File: src/rtl/ring_mem_responder.sv
// Memory-side responder at ring position 0. It consumes Address and
// WriteData slots from the cache stations, queues DRAM line commands,
// grants exclusivity to SHARED holders, and returns read lines on RDreturn/RDdest.
module ring_mem_responder #(
   parameter int unsigned NCORES             = 4,
   parameter int unsigned FIFO_DEPTH         = 4,
   parameter logic [3:0]  SlotAddress        = 4'd1,
   parameter logic [3:0]  SlotWriteData      = 4'd2,
   parameter logic [3:0]  SlotGrantExclusive = 4'd3
) (
   input  logic        clock,
   input  logic        reset,
   input  logic [31:0] RingIn,
   input  logic [3:0]  SlotTypeIn,
   input  logic [3:0]  SourceIn,
   output logic [31:0] mrRingOut,
   output logic [3:0]  mrSlotTypeOut,
   output logic [3:0]  mrSourceOut,
   output logic        mrDriveRing,
   output logic [31:0] RDreturn,
   output logic [3:0]  RDdest,
   output logic        memCmdValid,
   input  logic        memCmdReady,
   output logic        memCmdWrite,
   output logic [27:0] memCmdAddr,
   output logic [31:0] memWData,
   output logic        memWValid,
   input  logic [31:0] memRData,
   input  logic        memRValid,
   output logic        protocolErr
);

   localparam int unsigned PtrW = $clog2(FIFO_DEPTH);
   localparam int unsigned CntW = $clog2(FIFO_DEPTH + 1);

   localparam logic [1:0] StIdle   = 2'd0;
   localparam logic [1:0] StIssue  = 2'd1;
   localparam logic [1:0] StWBurst = 2'd2;

   // Command entry: [32] write, [31:28] read dest (write: [28] = buffer index), [27:0] line address
   logic [32:0]     cmdFifo [FIFO_DEPTH];
   logic [PtrW-1:0] fifoWrPtr, fifoRdPtr;
   logic [CntW-1:0] fifoCount;
   logic            fifoPush, fifoPop;
   logic [32:0]     fifoPushData;
   logic [32:0]     cmdHead;

   logic [31:0] lineBuf [2][8];
   logic [1:0]  bufFull;
   logic        fillSel;
   logic [3:0]  wdCnt;
   logic        wdWrite, waDone, bufFree, errSet, eligible;

   logic [1:0] state, stateNext;
   logic [2:0] wBeat;

   logic [3:0] destQ [4];
   logic [1:0] dqWrPtr, dqRdPtr;
   logic [2:0] dqCount;
   logic       dqPush, dqPop, beatOk;
   logic [2:0] rBeat;

   assign cmdHead = cmdFifo[fifoRdPtr];
   assign beatOk  = memRValid && (dqCount != 3'd0);
   assign dqPop   = beatOk && (rBeat == 3'd7);

   // Ring slot decode: decide push/drive/error purely from this cycle's slot
   always_comb begin
      mrRingOut     = '0;
      mrSlotTypeOut = '0;
      mrSourceOut   = '0;
      mrDriveRing   = 1'b0;
      fifoPush      = 1'b0;
      fifoPushData  = '0;
      wdWrite       = 1'b0;
      waDone        = 1'b0;
      errSet        = 1'b0;
      eligible      = (SourceIn != 4'd0) && (32'(SourceIn) <= NCORES) && !RingIn[31];
      if (!reset && eligible) begin
         if (SlotTypeIn == SlotWriteData) begin
            if ((wdCnt < 4'd8) && !bufFull[fillSel]) wdWrite = 1'b1;
            else errSet = 1'b1;
         end else if (SlotTypeIn == SlotAddress) begin
            if (!RingIn[28]) begin
               if (wdCnt != 4'd8) begin
                  errSet = 1'b1;
               end else begin
                  // Write-backs never bounce: at most two buffers' worth can be queued,
                  // and reads leave that headroom in the FIFO.
                  waDone       = 1'b1;
                  fifoPush     = 1'b1;
                  fifoPushData = {1'b1, 3'b000, fillSel, RingIn[27:0]};
                  mrDriveRing  = 1'b1;
               end
            end else if (RingIn[30:29] == 2'b11) begin
               mrDriveRing   = 1'b1;
               mrSlotTypeOut = SlotGrantExclusive;
               mrSourceOut   = SourceIn;
               mrRingOut     = RingIn;
            end else if (32'(fifoCount) < FIFO_DEPTH - 32'd2) begin
               fifoPush     = 1'b1;
               fifoPushData = {1'b0, SourceIn, RingIn[27:0]};
               mrDriveRing  = 1'b1;
            end else begin
               mrDriveRing   = 1'b1;
               mrSlotTypeOut = SlotTypeIn;
               mrSourceOut   = SourceIn;
               mrRingOut     = RingIn | 32'h8000_0000;
            end
         end
      end
   end

   // Command issue FSM next state and DRAM-side outputs
   always_comb begin
      stateNext   = state;
      fifoPop     = 1'b0;
      dqPush      = 1'b0;
      bufFree     = 1'b0;
      memCmdValid = (state == StIssue) && (cmdHead[32] || (dqCount != 3'd4));
      memCmdWrite = memCmdValid && cmdHead[32];
      memCmdAddr  = memCmdValid ? cmdHead[27:0] : 28'd0;
      memWValid   = (state == StWBurst);
      memWData    = memWValid ? lineBuf[cmdHead[28]][wBeat] : 32'd0;
      case (state)
         StIdle: begin
            if (fifoCount != '0) stateNext = StIssue;
         end
         StIssue: begin
            if (memCmdValid && memCmdReady) begin
               if (cmdHead[32]) begin
                  stateNext = StWBurst;
               end else begin
                  dqPush    = 1'b1;
                  fifoPop   = 1'b1;
                  stateNext = StIdle;
               end
            end
         end
         StWBurst: begin
            if (wBeat == 3'd7) begin
               fifoPop   = 1'b1;
               bufFree   = 1'b1;
               stateNext = StIdle;
            end
         end
         default: stateNext = StIdle;
      endcase
   end

   // Command FIFO storage; push and pop in one cycle leave occupancy unchanged
   always_ff @(posedge clock or posedge reset) begin
      if (reset) begin
         for (int i = 0; i < int'(FIFO_DEPTH); i++) cmdFifo[i] <= '0;
         fifoWrPtr <= '0;
         fifoRdPtr <= '0;
         fifoCount <= '0;
      end else begin
         if (fifoPush) begin
            cmdFifo[fifoWrPtr] <= fifoPushData;
            fifoWrPtr <= (fifoWrPtr == PtrW'(FIFO_DEPTH - 1)) ? '0 : fifoWrPtr + PtrW'(1);
         end
         if (fifoPop) begin
            fifoRdPtr <= (fifoRdPtr == PtrW'(FIFO_DEPTH - 1)) ? '0 : fifoRdPtr + PtrW'(1);
         end
         case ({fifoPush, fifoPop})
            2'b10:   fifoCount <= fifoCount + CntW'(1);
            2'b01:   fifoCount <= fifoCount - CntW'(1);
            default: fifoCount <= fifoCount;
         endcase
      end
   end

   // Ping-pong line buffers: fill one while the other may be draining
   always_ff @(posedge clock or posedge reset) begin
      if (reset) begin
         for (int b = 0; b < 2; b++)
            for (int w = 0; w < 8; w++) lineBuf[b][w] <= '0;
         bufFull <= '0;
         fillSel <= 1'b0;
         wdCnt   <= '0;
      end else begin
         if (wdWrite) begin
            lineBuf[fillSel][wdCnt[2:0]] <= RingIn;
            wdCnt <= wdCnt + 4'd1;
         end
         if (waDone) begin
            bufFull[fillSel] <= 1'b1;
            fillSel          <= ~fillSel;
            wdCnt            <= '0;
         end
         if (bufFree) bufFull[cmdHead[28]] <= 1'b0;
      end
   end

   // FSM state and write-burst beat counter
   always_ff @(posedge clock or posedge reset) begin
      if (reset) begin
         state <= StIdle;
         wBeat <= '0;
      end else begin
         state <= stateNext;
         wBeat <= (state == StWBurst) ? wBeat + 3'd1 : 3'd0;
      end
   end

   // Dest queue and registered read-data return
   always_ff @(posedge clock or posedge reset) begin
      if (reset) begin
         for (int i = 0; i < 4; i++) destQ[i] <= '0;
         dqWrPtr  <= '0;
         dqRdPtr  <= '0;
         dqCount  <= '0;
         rBeat    <= '0;
         RDreturn <= '0;
         RDdest   <= '0;
      end else begin
         if (dqPush) begin
            destQ[dqWrPtr] <= cmdHead[31:28];
            dqWrPtr        <= dqWrPtr + 2'd1;
         end
         if (beatOk) begin
            RDreturn <= memRData;
            RDdest   <= destQ[dqRdPtr];
            rBeat    <= rBeat + 3'd1;
            if (dqPop) dqRdPtr <= dqRdPtr + 2'd1;
         end else begin
            RDreturn <= '0;
            RDdest   <= '0;
         end
         case ({dqPush, dqPop})
            2'b10:   dqCount <= dqCount + 3'd1;
            2'b01:   dqCount <= dqCount - 3'd1;
            default: dqCount <= dqCount;
         endcase
      end
   end

   // Sticky protocol error
   always_ff @(posedge clock or posedge reset) begin
      if (reset) begin
         protocolErr <= 1'b0;
      end else if (errSet || (memRValid && (dqCount == 3'd0))) begin
         protocolErr <= 1'b1;
      end
   end

endmodule
File: config.mk
export PLATFORM = sky130hd
export DESIGN_NAME = ring_mem_responder
export DESIGN_NICKNAME = d
export VERILOG_FILES = /design/src/rtl/ring_mem_responder.sv
export SDC_FILE = /design/constraint.sdc
export NUM_CORES = 1
export LEC_CHECK = 0
export BUFFER_PORTS_ARGS = -buffer_cell sky130_fd_sc_hd__buf_2
export CAP_MARGIN = 0
export CORE_UTILIZATION = 50
export DETAILED_ROUTE_END_ITERATION = 12
export PLACE_DENSITY = 0.77
export SLEW_MARGIN = 20
export SYNTH_ARGS = -nofsm -noshare
export SYNTH_HDL_FRONTEND = slang
export SYNTH_SLANG_ARGS = --single-unit
File: constraint.sdc
create_clock -name clock -period 27.4 [get_ports clock]
set_input_delay 5.48 -clock clock [delete_from_list [all_inputs] [get_ports clock]]
set_output_delay 5.48 -clock clock [all_outputs]
set_load 0.02 [all_outputs]
==> flow_metrics.tcl <==
set metrics [dict create \
    timing.rr.end "fifoCount[1]" \
    grt_usage 0.267 \
    synth_most_common_cell "dfrtp_1" \
    slew_violations 0 \
    port_buffers 213 \
    synth.distinct_cells 55 \
    yosysTopAreaCell "dfrtp_1" \
    num_vias 21300 \
    synthTopCellsByArea "dfrtp_1 55%, mux2_2 17%, mux2i_1 4.9%" \
    worstSetupStartpointType "input pin" \
    worst_pin_slew_ns 1.07 \
    fin_skew_ns 0.0200 \
    num_antenna_cells 0 \
    ant_nets 0 \
    yosys_warnings 0 \
    hold_ws_ns 0.480 \
    grt_pass1_wl_um 136000 \
    die_w_um 259 \
    synth.top_cell.area_share 0.552 \
    grt_start_max_net_pins 203 \
    drc 0 \
    row_count 93 \
    firstDrtPassIters 6 \
    hp-class "register to register" \
    placed_cell_area_um2 34600 \
    fmax_mhz 73.5 \
    setup_viol 0 \
    r2r_start "fifoRdPtr[0]" \
    dp_hpwl_um 50700 \
    io_pins 217 \
    worstHoldStart "cmdFifo[110]" \
    total_power_mw 2.36 \
    cp.required_ns 21.92 \
    htreeDepth 3 \
    synth_seq_cells 726 \
    rrSetupSlack_ns 23.63 \
    root_buffer "clkbuf_16" \
    cp.arrival_ns 8.13 \
    final.fill_count 5119 \
    peakVddDrop_uv 48.6 \
    period_needed_ns 13.61 \
    routed_wl_um 88000 \
    hold_end "cmdFifo[110]" \
    numClockSinks 726 \
    power.leakage_nw 18.0 \
    grt.overflow.total 0 \
    maxSlewHeadroom 0.285 \
    holdBufCountCts 0 \
    yosysSeqAreaShare 0.552 \
    rsz0062_at_grt "no" \
    vias_per_cell 5.98 \
    netlist_area_um2 32900 \
    layout.nets 2757 \
    crit_fanout 33 \
    routabilityCongestion 0.820 \
    dieHeight_um 259 \
    final_util 0.575 \
    period_share 0.497 \
    status "finished, final reports clean" \
    cts_resized 0 \
    tritoncts "built" \
    synth_common_cells "726 x dfrtp_1, 486 x mux2_2, 257 x nand2_1, 162 x mux2i_1, 158 x o21ai_0" \
    post_cts_buffers 0 \
    die-area_um2 66800 \
    drt_iter0_drc 1565 \
    fin_area_um2 37200 \
    cts_made_buffers 76 \
    wire_per_inst_um 24.7 \
    synthArstFlopShare 1.00 \
    synth_edf_count 0 \
    critPathKind "input pin to primary output" \
    cap_violations 0 \
    reg2reg_depth 8 \
    start_util 0.509 \
    synth_cells 2521 \
    cts.path.max_buffers 3 \
    fin_setup_tns_ns 0 \
    clkSlewWorstSetupHoldPaths_ns 0.06 \
    p_per_area_nw_per_um2 63.3 \
    syn_to_final_growth_pct 13.0 \
    synth_area_per_cell_um2 13.1 \
    coreArea_um2 64700 \
    grt_antenna_before_repair 5 \
    grt_pass1_vias 22700 \
    layout-drive-gt1-share 0.355 \
    synthFlopType "dfrtp_1" \
    hold_violations 0 \
    end_kind "primary output" \
    whs_path_depth 2 \
    clk_latency_ns 0.61 \
]
[cell usage in the layout, fill, tap and decap left out, types with 3 or more instances in the layout]
| cell | instances |
|---|---|
| ha_1 | 19 |
| nor4_4 | 4 |
| dfrtp_1 | 723 |
| mux2_2 | 486 |
| buf_4 | 39 |
| xnor2_1 | 9 |
| clkbuf_16 | 80 |
| mux2i_1 | 162 |
| clkinv_2 | 11 |
| clkbuf_1 | 16 |
| inv_6 | 3 |
| nand2_1 | 257 |
| conb_1 | 3 |
| a21oi_1 | 65 |
| clkbuf_8 | 12 |
| dfrtp_2 | 3 |
| mux4_2 | 68 |
| nor2b_1 | 13 |
| xor2_1 | 4 |
| nor2_4 | 6 |
| o21ai_0 | 158 |
| nand2b_1 | 3 |
| and3_1 | 3 |
| a22oi_1 | 32 |
| nand3_1 | 3 |
| nor2_1 | 13 |
| buf_2 | 213 |
| mux2_1 | 71 |
| buf_6 | 4 |
| and2_1 | 112 |
| clkinvlp_4 | 4 |
| nand4_1 | 40 |
| nor4b_4 | 3 |
| bufinv_16 | 4 |
| inv_1 | 17 |
[how the worst max path moves through the flow]
stage / from / cells past startpoint / end
floorplan: reset / 1 / RDdest[0]
global placement: SlotTypeIn[1] / 8 / mrRingOut[30]
detailed placement: SlotTypeIn[1] / 8 / mrRingOut[30]
CTS: SlotTypeIn[1] / 8 / mrRingOut[30]
global route: SlotTypeIn[1] / 8 / mrRingOut[30]
finish: SlotTypeIn[1] / 8 / mrRingOut[30]
[routing by layer]
layer | track usage | wire, um
met1 | 0.352 | 36200
met2 | 0.441 | 42600
met3 | 0.0505 | 6030
met4 | 0.0968 | 3130
met5 | 0 | 24
[per-stage QoR]
step,worst slack (ns),instances
6_report,13.79,3568
5_1_grt,13.69,3568
4_1_cts,13.80,3566
3_5_place_dp,13.80,3434
3_3_place_gp,13.90,3434
2_1_floorplan,1.55,2523
[state kept, by name, indices dropped and copies added, names as in the netlist, 3 cells and up]
signal / count
lineBuf: 512
cmdFifo: 132
RDreturn: 32
destQ: 16
RDdest: 4
wdCnt: 4
dqCount: 3
fifoCount: 3
rBeat: 3
wBeat: 3
[critical path, cell delays in order]
cell and delay (ns):
buf_2 0.12, or4b_1 0.59, a211oi_2 0.46, inv_1 0.21, nor2_4 0.31, buf_4 0.47, and2_1 0.27, buf_2 0.19
[area by class of cell]
type / count / area [um2] / area share
clock buffer: 108 / 2230 / 0.0599
multi-input combinational: 1576 / 13900 / 0.374
sequential: 726 / 18200 / 0.489
clock inverter: 24 / 268 / 0.00720
inverter: 20 / 82.6 / 0.00222
timing repair buffer: 259 / 1480 / 0.0398
tap: 855 / 1070 / 0.0288
[logic make-up (layout without fill, tap and decap cells)]
family          count (synthesis)  after routing  share of synthesized area
flops                         726            726                      0.552
fa+ha+maj                      22             22                    0.00882
compound gates                270            270                     0.0451
simple gates                  480            480                     0.0750
buf+inv                       221            411                     0.0284
mux                           788            788                      0.287
other cells                     1              3                   0.000114
xor+xnor                       13             13                    0.00346
[report_power, final]
| part | switching (mW) | internal, mW | total (mW) |
|---|---|---|---|
| Clock | 0.424 | 0.606 | 1.03 |
| Sequential | 0.0221 | 1.10 | 1.12 |
| Combinational | 0.134 | 0.0714 | 0.205 |
Power figures use the tool's default switching activity.
